==> src/rtl/ysyx_23060180_mem_bridge_if.sv <==
// Core/SRAM/UART bus bundle for ysyx_23060180_mem_bridge.
// "slave" is the bridge's view; "master" is the surrounding core, RAM and UART.
interface ysyx_23060180_mem_bridge_if;
    logic        mem_rd;
    logic        mem_wr;
    logic [31:0] mem_raddr;
    logic [31:0] mem_wdata;
    logic [3:0]  mem_wbit_en;
    logic [31:0] mem_rdata;

    logic        sram_en;
    logic        sram_we;
    logic [29:0] sram_addr;
    logic [31:0] sram_wdata;
    logic [3:0]  sram_wmask;
    logic [31:0] sram_rdata;

    logic        uart_valid;
    logic [7:0]  uart_data;
    logic        uart_ready;

    modport slave (
        input  mem_rd, mem_wr, mem_raddr, mem_wdata, mem_wbit_en,
        output mem_rdata,
        output sram_en, sram_we, sram_addr, sram_wdata, sram_wmask,
        input  sram_rdata,
        output uart_valid, uart_data,
        input  uart_ready
    );

    modport master (
        output mem_rd, mem_wr, mem_raddr, mem_wdata, mem_wbit_en,
        input  mem_rdata,
        input  sram_en, sram_we, sram_addr, sram_wdata, sram_wmask,
        output sram_rdata,
        input  uart_valid, uart_data,
        output uart_ready
    );
endinterface

==> src/rtl/ysyx_23060180_mem_bridge.sv <==
// Core memory bridge: routes loads/stores to SRAM, a 4-deep serial TX FIFO and an RTC.
// Optional 64-bit RTC counter is built only when YSYX_23060180_RTC_EN is defined.
module ysyx_23060180_mem_bridge (
    input  logic                             clk,
    input  logic                             rstn_in,
    ysyx_23060180_mem_bridge_if.slave        bus,
    output logic                             misalign_err
);
    localparam logic [31:0] SERIAL_DATA = 32'hA000_03F8;
    localparam logic [31:0] SERIAL_STAT = 32'hA000_03FC;
    localparam logic [31:0] RTC_LO      = 32'hA000_0048;
    localparam logic [31:0] RTC_HI      = 32'hA000_004C;

    typedef enum logic [1:0] {RSP_NONE, RSP_RAM, RSP_REG} rsp_e;

    rsp_e        rsp_q, rsp_d;
    logic [1:0]  off_q;
    logic [31:0] rd_data_q, rd_data_d;
    logic        misalign_err_q;

    logic [7:0]  fifo_mem [4];
    logic [1:0]  wr_ptr_q, wr_ptr_d;
    logic [1:0]  rd_ptr_q, rd_ptr_d;
    logic [2:0]  count_q, count_d;
    logic [7:0]  drop_cnt_q, drop_cnt_d;

    logic [31:0] rtc_lo_val;
    logic [31:0] rtc_hi_val;

    // ---------------- request decode ----------------
    logic [1:0] off;
    logic       req_rd, req_wr, ram_hit, size_ok, misaligned;
    logic       ram_rd, ram_wr;
    logic [3:0] base_mask;

    assign off        = bus.mem_raddr[1:0];
    assign req_rd     = rstn_in && bus.mem_rd;
    assign req_wr     = rstn_in && bus.mem_wr;
    assign ram_hit    = (bus.mem_raddr[31:27] == 5'b10000);
    assign size_ok    = (bus.mem_wbit_en == 4'd1) || (bus.mem_wbit_en == 4'd2) ||
                        (bus.mem_wbit_en == 4'd4);
    assign misaligned = ((bus.mem_wbit_en == 4'd2) && off[0]) ||
                        ((bus.mem_wbit_en == 4'd4) && (off != 2'd0));
    // A simultaneous write wins the RAM port; the read half then answers 0.
    assign ram_rd     = req_rd && !bus.mem_wr && ram_hit && !misaligned;
    assign ram_wr     = req_wr && ram_hit && !misaligned && size_ok;

    // NOTE: every signal assigned in always_comb gets a default first, so no latch is inferred.
    always_comb begin
        base_mask = 4'b0000;
        case (bus.mem_wbit_en)
            4'd1:    base_mask = 4'b0001;
            4'd2:    base_mask = 4'b0011;
            4'd4:    base_mask = 4'b1111;
            default: base_mask = 4'b0000;
        endcase
    end

    assign bus.sram_en    = ram_rd || ram_wr;
    assign bus.sram_we    = ram_wr;
    assign bus.sram_addr  = bus.mem_raddr[31:2];
    assign bus.sram_wmask = ram_wr ? (base_mask << off) : 4'b0000;
    assign bus.sram_wdata = bus.mem_wdata << {off, 3'b000};

    // ---------------- serial TX FIFO ----------------
    logic push, pop, full, accept, drop;

    assign full           = (count_q == 3'd4);
    assign bus.uart_valid = rstn_in && (count_q != 3'd0);
    assign bus.uart_data  = fifo_mem[rd_ptr_q];
    assign pop            = bus.uart_valid && bus.uart_ready;
    assign push           = req_wr && (bus.mem_raddr == SERIAL_DATA);
    assign accept         = push && (!full || pop);
    assign drop           = push && full && !pop;

    always_comb begin
        wr_ptr_d   = accept ? wr_ptr_q + 2'd1 : wr_ptr_q;
        rd_ptr_d   = pop ? rd_ptr_q + 2'd1 : rd_ptr_q;
        count_d    = count_q;
        drop_cnt_d = drop_cnt_q;
        if (accept && !pop)      count_d = count_q + 3'd1;
        else if (pop && !accept) count_d = count_q - 3'd1;
        if (drop && (drop_cnt_q != 8'hFF)) drop_cnt_d = drop_cnt_q + 8'd1;
    end

    // NOTE: FIFO storage is not reset; count_q alone decides which entries are meaningful.
    always_ff @(posedge clk) begin
        if (accept) fifo_mem[wr_ptr_q] <= bus.mem_wdata[7:0];
    end

    // ---------------- RTC ----------------
`ifdef YSYX_23060180_RTC_EN
    logic [63:0] rtc_q;
    logic [31:0] rtc_hi_q;

    // Reading the low word snapshots the high word so a LO/HI pair is coherent.
    always_ff @(posedge clk) begin
        if (!rstn_in) begin
            rtc_q    <= '0;
            rtc_hi_q <= '0;
        end else begin
            rtc_q <= rtc_q + 64'd1;
            if (req_rd && !bus.mem_wr && (bus.mem_raddr == RTC_LO)) rtc_hi_q <= rtc_q[63:32];
        end
    end

    assign rtc_lo_val = rtc_q[31:0];
    assign rtc_hi_val = rtc_hi_q;
`else
    assign rtc_lo_val = 32'd0;
    assign rtc_hi_val = 32'd0;
`endif

    // ---------------- read response ----------------
    always_comb begin
        rsp_d     = RSP_NONE;
        rd_data_d = '0;
        if (req_rd) begin
            if (ram_rd) begin
                rsp_d = RSP_RAM;
            end else begin
                rsp_d = RSP_REG;
                if (!bus.mem_wr) begin
                    case (bus.mem_raddr)
                        SERIAL_STAT: rd_data_d = {16'b0, drop_cnt_q, 5'b0, count_q};
                        RTC_LO:      rd_data_d = rtc_lo_val;
                        RTC_HI:      rd_data_d = rtc_hi_val;
                        default:     rd_data_d = '0;
                    endcase
                end
            end
        end
    end

    // NOTE: sequential state uses non-blocking assignments so all registers update together.
    always_ff @(posedge clk) begin
        if (!rstn_in) begin
            rsp_q          <= RSP_NONE;
            off_q          <= 2'd0;
            rd_data_q      <= '0;
            misalign_err_q <= 1'b0;
            wr_ptr_q       <= 2'd0;
            rd_ptr_q       <= 2'd0;
            count_q        <= 3'd0;
            drop_cnt_q     <= 8'd0;
        end else begin
            rsp_q      <= rsp_d;
            off_q      <= off;
            rd_data_q  <= rd_data_d;
            wr_ptr_q   <= wr_ptr_d;
            rd_ptr_q   <= rd_ptr_d;
            count_q    <= count_d;
            drop_cnt_q <= drop_cnt_d;
            if ((req_rd || req_wr) && ram_hit && misaligned) misalign_err_q <= 1'b1;
        end
    end

    always_comb begin
        bus.mem_rdata = '0;
        if (rstn_in) begin
            case (rsp_q)
                RSP_RAM: bus.mem_rdata = bus.sram_rdata >> {off_q, 3'b000};
                RSP_REG: bus.mem_rdata = rd_data_q;
                default: bus.mem_rdata = '0;
            endcase
        end
    end

    assign misalign_err = misalign_err_q;

endmodule

==> src/flat_wrapper.sv <==
// flat-port wrapper written by rule: the top's interface ports become plain ports
module ysyx_23060180_mem_bridge_flat 
  (clk, rstn_in, misalign_err, bus_mem_rd, bus_mem_wr, bus_mem_raddr, bus_mem_wdata, bus_mem_wbit_en, bus_mem_rdata, bus_sram_en, bus_sram_we, bus_sram_addr, bus_sram_wdata, bus_sram_wmask, bus_sram_rdata, bus_uart_valid, bus_uart_data, bus_uart_ready);
  ysyx_23060180_mem_bridge_if bus_i ();
  input  logic clk;
  input  logic rstn_in;
  output logic misalign_err;
  input wire logic [$bits(bus_i.mem_rd)-1:0] bus_mem_rd;
  input wire logic [$bits(bus_i.mem_wr)-1:0] bus_mem_wr;
  input wire logic [$bits(bus_i.mem_raddr)-1:0] bus_mem_raddr;
  input wire logic [$bits(bus_i.mem_wdata)-1:0] bus_mem_wdata;
  input wire logic [$bits(bus_i.mem_wbit_en)-1:0] bus_mem_wbit_en;
  output wire logic [$bits(bus_i.mem_rdata)-1:0] bus_mem_rdata;
  output wire logic [$bits(bus_i.sram_en)-1:0] bus_sram_en;
  output wire logic [$bits(bus_i.sram_we)-1:0] bus_sram_we;
  output wire logic [$bits(bus_i.sram_addr)-1:0] bus_sram_addr;
  output wire logic [$bits(bus_i.sram_wdata)-1:0] bus_sram_wdata;
  output wire logic [$bits(bus_i.sram_wmask)-1:0] bus_sram_wmask;
  input wire logic [$bits(bus_i.sram_rdata)-1:0] bus_sram_rdata;
  output wire logic [$bits(bus_i.uart_valid)-1:0] bus_uart_valid;
  output wire logic [$bits(bus_i.uart_data)-1:0] bus_uart_data;
  input wire logic [$bits(bus_i.uart_ready)-1:0] bus_uart_ready;
  assign bus_i.mem_rd = bus_mem_rd;
  assign bus_i.mem_wr = bus_mem_wr;
  assign bus_i.mem_raddr = bus_mem_raddr;
  assign bus_i.mem_wdata = bus_mem_wdata;
  assign bus_i.mem_wbit_en = bus_mem_wbit_en;
  assign bus_mem_rdata = bus_i.mem_rdata;
  assign bus_sram_en = bus_i.sram_en;
  assign bus_sram_we = bus_i.sram_we;
  assign bus_sram_addr = bus_i.sram_addr;
  assign bus_sram_wdata = bus_i.sram_wdata;
  assign bus_sram_wmask = bus_i.sram_wmask;
  assign bus_i.sram_rdata = bus_sram_rdata;
  assign bus_uart_valid = bus_i.uart_valid;
  assign bus_uart_data = bus_i.uart_data;
  assign bus_i.uart_ready = bus_uart_ready;
  ysyx_23060180_mem_bridge u_core (.clk(clk), .rstn_in(rstn_in), .bus(bus_i), .misalign_err(misalign_err));
endmodule
==> config.mk <==
export PLATFORM = sky130hd
export DESIGN_NAME = ysyx_23060180_mem_bridge_flat
export DESIGN_NICKNAME = d
export VERILOG_FILES = /design/src/rtl/ysyx_23060180_mem_bridge_if.sv /design/src/rtl/ysyx_23060180_mem_bridge.sv /design/src/flat_wrapper.sv
export SDC_FILE = /design/constraint.sdc
export NUM_CORES = 1
export LEC_CHECK = 0
export ABC_AREA = 1
export CAP_MARGIN = 40
export CORE_ASPECT_RATIO = 1.5
export CORE_MARGIN = 2
export CORE_UTILIZATION = 45
export CTS_CLUSTER_DIAMETER = 30
export DETAILED_ROUTE_END_ITERATION = 6
export PLACE_DENSITY = 0.95
export REMOVE_ABC_BUFFERS = 1
export SETUP_SLACK_MARGIN = 0.4
export SYNTH_ARGS = -nofsm -noshare
export SYNTH_HDL_FRONTEND = slang
export SYNTH_SLANG_ARGS = --single-unit
==> constraint.sdc <==
create_clock -name clk -period 6.6 [get_ports clk]
set_input_delay 0.66 -clock clk [delete_from_list [all_inputs] [get_ports clk]]
set_output_delay 0.66 -clock clk [all_outputs]
set_load 0.005 [all_outputs]
==> results.py <==
metrics = {
    "run_status": {
        "status": "finished clean",
    },
    "timing": {
        "setup_viol": 0,
        "fin_tns_setup_ns": 0,
        "fin_crit_ns": 3.90,
        "maxSlewViolCount": 0,
        "maxSlewHeadroom": 0.432,
        "setup_ws_ns": 2.70,
        "fin_crit_sh": 0.591,
        "hold_viol": 0,
        "max_clock_freq_mhz": 256,
        "clock_skew_ns": 0.00571,
        "rsz0062_at_grt": "false",
        "tightest_slew_ns": 0.850,
    },
    "cts": {
        "cts_hold_buffers": 0,
        "clock-sinks": 65,
        "cts_resized": 0,
        "clkTransAtPathRegs_ns": 0.06,
        "cts_buffers": 9,
        "cts-root-buf": "clkbuf_16",
        "clk_latency_ns": 0.33,
        "cts_max_level": 3,
        "post-cts-setup-buffers": 0,
        "cts_buffer_depth": 2,
        "cts_tree": "built",
    },
    "final_layout": {
        "area_growth_syn_to_layout_pct": 50.1,
        "nets": 914,
        "diodes": 0,
        "drive_gt1_frac": 0.0658,
        "fillerInstances": 706,
    },
    "synthesis": {
        "syn_area_per_cell_um2": 7.06,
        "postSynthCellCount": 630,
        "ys_seq_area_frac": 0.364,
        "synth_commonest_cells": "122 x nor2_1, 113 x nand2_1, 62 x inv_1, 41 x o21ai_0, 33 x dfxtp_1",
        "yosys-top-cells-area": "edfxtp_1 22%, dfxtp_1 15%, nor2_1 10%",
        "synth-edff-count": 32,
        "ys.flop_type": "dfxtp_1",
        "yosysTopAreaCell": "edfxtp_1",
        "postSynth.asyncResetShare": 0,
        "netlist_area_um2": 4450,
        "ys_ff_latch": 65,
        "yosys.cell_types.count": 36,
        "yosysWarnings": 0,
        "yosysTopAreaCellShare": 0.216,
        "synthMostInstantiatedCell": "nor2_1",
    },
    "global_route": {
        "antenna_found_initial": 0,
        "grt_pass1_vias": 4728,
        "grt.overflow.total": 0,
        "grt.total_usage": 0.249,
        "grt_max_degree": 54,
        "grt_first_pass_wirelength_um": 21700,
    },
    "floorplan": {
        "dieArea_um2": 10700,
        "core_area_um2": 9630,
        "start_util": 0.462,
        "io_pins": 215,
        "chipWidth_um": 85.2,
        "die_y_um": 126,
        "num_rows": 44,
    },
    "setup_path": {
        "critPathKind": "input port to output port",
        "cp_max_fo": 21,
        "crit_path_end_kind": "output port",
        "startpoint_type": "input port",
        "critical_path_required_ns": 5.94,
        "arrival_ns": 3.24,
    },
    "detailed_routing": {
        "route.detailed.drc": 0,
        "drt_iter0_drc": 253,
        "ant_nets": 0,
        "drt_pass1_iterations": 5,
        "vias": 4827,
        "routed_via_density": 5.25,
        "wire_per_inst_um": 14.8,
        "routed_wl_um": 13700,
    },
    "flow_run": {
        "cap_violations": 0,
    },
    "min_path": {
        "hp-class": "flop to flop",
    },
    "power": {
        "ir_drop_v": 0.000147,
        "p_leak_nw": 2.56,
        "power.density_nw_per_um2": 163,
    },
    "placement": {
        "hpwlAfterDp_um": 10100,
        "pre_cts_ws_ns": 2.72,
        "gpl.final_weighted_congestion": 0.860,
        "io_buffers": 214,
    },
}
worst paths after layout:
path / startpoint / endpoint / slack, ns / depth (start not counted)
setup reg to reg: u_core.count_q[1] / u_core.count_q[2] / 4.13 / 13
hold reg to reg: u_core.drop_cnt_q[7] / u_core.rd_data_q[15] / 0.50 / 2
hold / removal: u_core.drop_cnt_q[7] / u_core.rd_data_q[15] / 0.50 / 2
setup / recovery: rstn_in / bus_mem_rdata[24] / 2.70 / 8
layout by cell type, fill, tap and decap left out, types with 2 or more instances in the layout:
| cell type | n |
|---|---|
| o21ai_0 | 41 |
| nand3b_1 | 2 |
| mux2i_1 | 8 |
| a22oi_1 | 8 |
| a21oi_1 | 28 |
| nand4_1 | 9 |
| edfxtp_1 | 32 |
| nor4_1 | 2 |
| clkinvlp_4 | 3 |
| nand2_1 | 113 |
| clkinv_2 | 2 |
| a31oi_1 | 7 |
| clkdlybuf4s50_1 | 213 |
| o211ai_1 | 8 |
| inv_1 | 62 |
| nor2_4 | 4 |
| dfxtp_1 | 33 |
| nor2_2 | 13 |
| nor2_1 | 122 |
| nor3_1 | 4 |
| o22ai_1 | 16 |
| clkinv_1 | 3 |
| nand3_2 | 6 |
| ha_1 | 8 |
| nand3_1 | 28 |
| clkbuf_16 | 9 |
| inv_2 | 5 |
| nand2_2 | 4 |
final cells by class:
| class | instances | area (um^2) | area share |
|---|---|---|---|
| multi-input cells | 438 | 2190 | 0.329 |
| repair buffers | 216 | 2160 | 0.323 |
| inverters | 70 | 263 | 0.0393 |
| flip-flops and latches | 65 | 1620 | 0.243 |
| clock inverters | 7 | 71.3 | 0.0107 |
| well taps | 115 | 144 | 0.0215 |
| clock buffers | 9 | 225 | 0.0337 |
state kept, by name, summed over array words and instances, names as in the netlist, named ones only:
| name | cells |
|---|---|
| u_core.fifo_mem | 32 |
| u_core.rd_data_q | 11 |
| u_core.drop_cnt_q | 8 |
| u_core.count_q | 3 |
| u_core.off_q | 2 |
| u_core.rd_ptr_q | 2 |
| u_core.rsp_q | 2 |
| u_core.wr_ptr_q | 2 |
| u_core.misalign_err | 1 |
where the power goes:
| part | total, mW | internal (mW) | switching, mW |
|---|---|---|---|
| combinational | 0.201 | 0.116 | 0.0841 |
| sequential | 0.427 | 0.424 | 0.00337 |
| clock | 0.460 | 0.291 | 0.169 |
| total | 1.09 | 0.831 | 0.257 |
per-stage QoR:
step | hold slack, ns | std cells | util | total power [mW] | area [um^2]
floorplan | 0.444 | 573 | - | 0.491 | 4080
global placement | 0.475 | 903 | 0.661 | 0.631 | 6370
detailed placement | 0.473 | 904 | 0.662 | 0.635 | 6380
CTS | 0.489 | 920 | 0.693 | 1.09 | 6680
global route | 0.524 | 920 | 0.693 | 1.12 | 6680
finish | 0.498 | 920 | 0.693 | 1.09 | 6680
kinds of logic after synthesis:
| logic type | after synthesis | share of synthesized area |
|---|---|---|
| multiplexers | 8 | 0.0180 |
| AO/OA/AOI/OAI | 109 | 0.139 |
| AND/OR/NAND/NOR | 312 | 0.310 |
| flip-flops | 65 | 0.364 |
| buffers and inverters | 127 | 0.142 |
| adder cells (fa/ha/maj) | 9 | 0.0270 |
critical path, cell delays in order:
cell and delay, ns:
clkdlybuf4s50_1 1.02, inv_2 0.17, nor2_1 0.17, inv_2 0.13, nor2_4 0.18, nand2_2 0.21, nor2_1 0.16, clkdlybuf4s50_1 0.51
layer usage:
metal  wire length, um  global-route usage  up-vias
li1                  -                   -     2380
met1              5020               0.272     2188
met2              7180               0.453      214
met3               856              0.0295       45
met4               599               0.142        0
met5                 0                   0        -
Note: power is estimated with default switching activity, not from simulation.
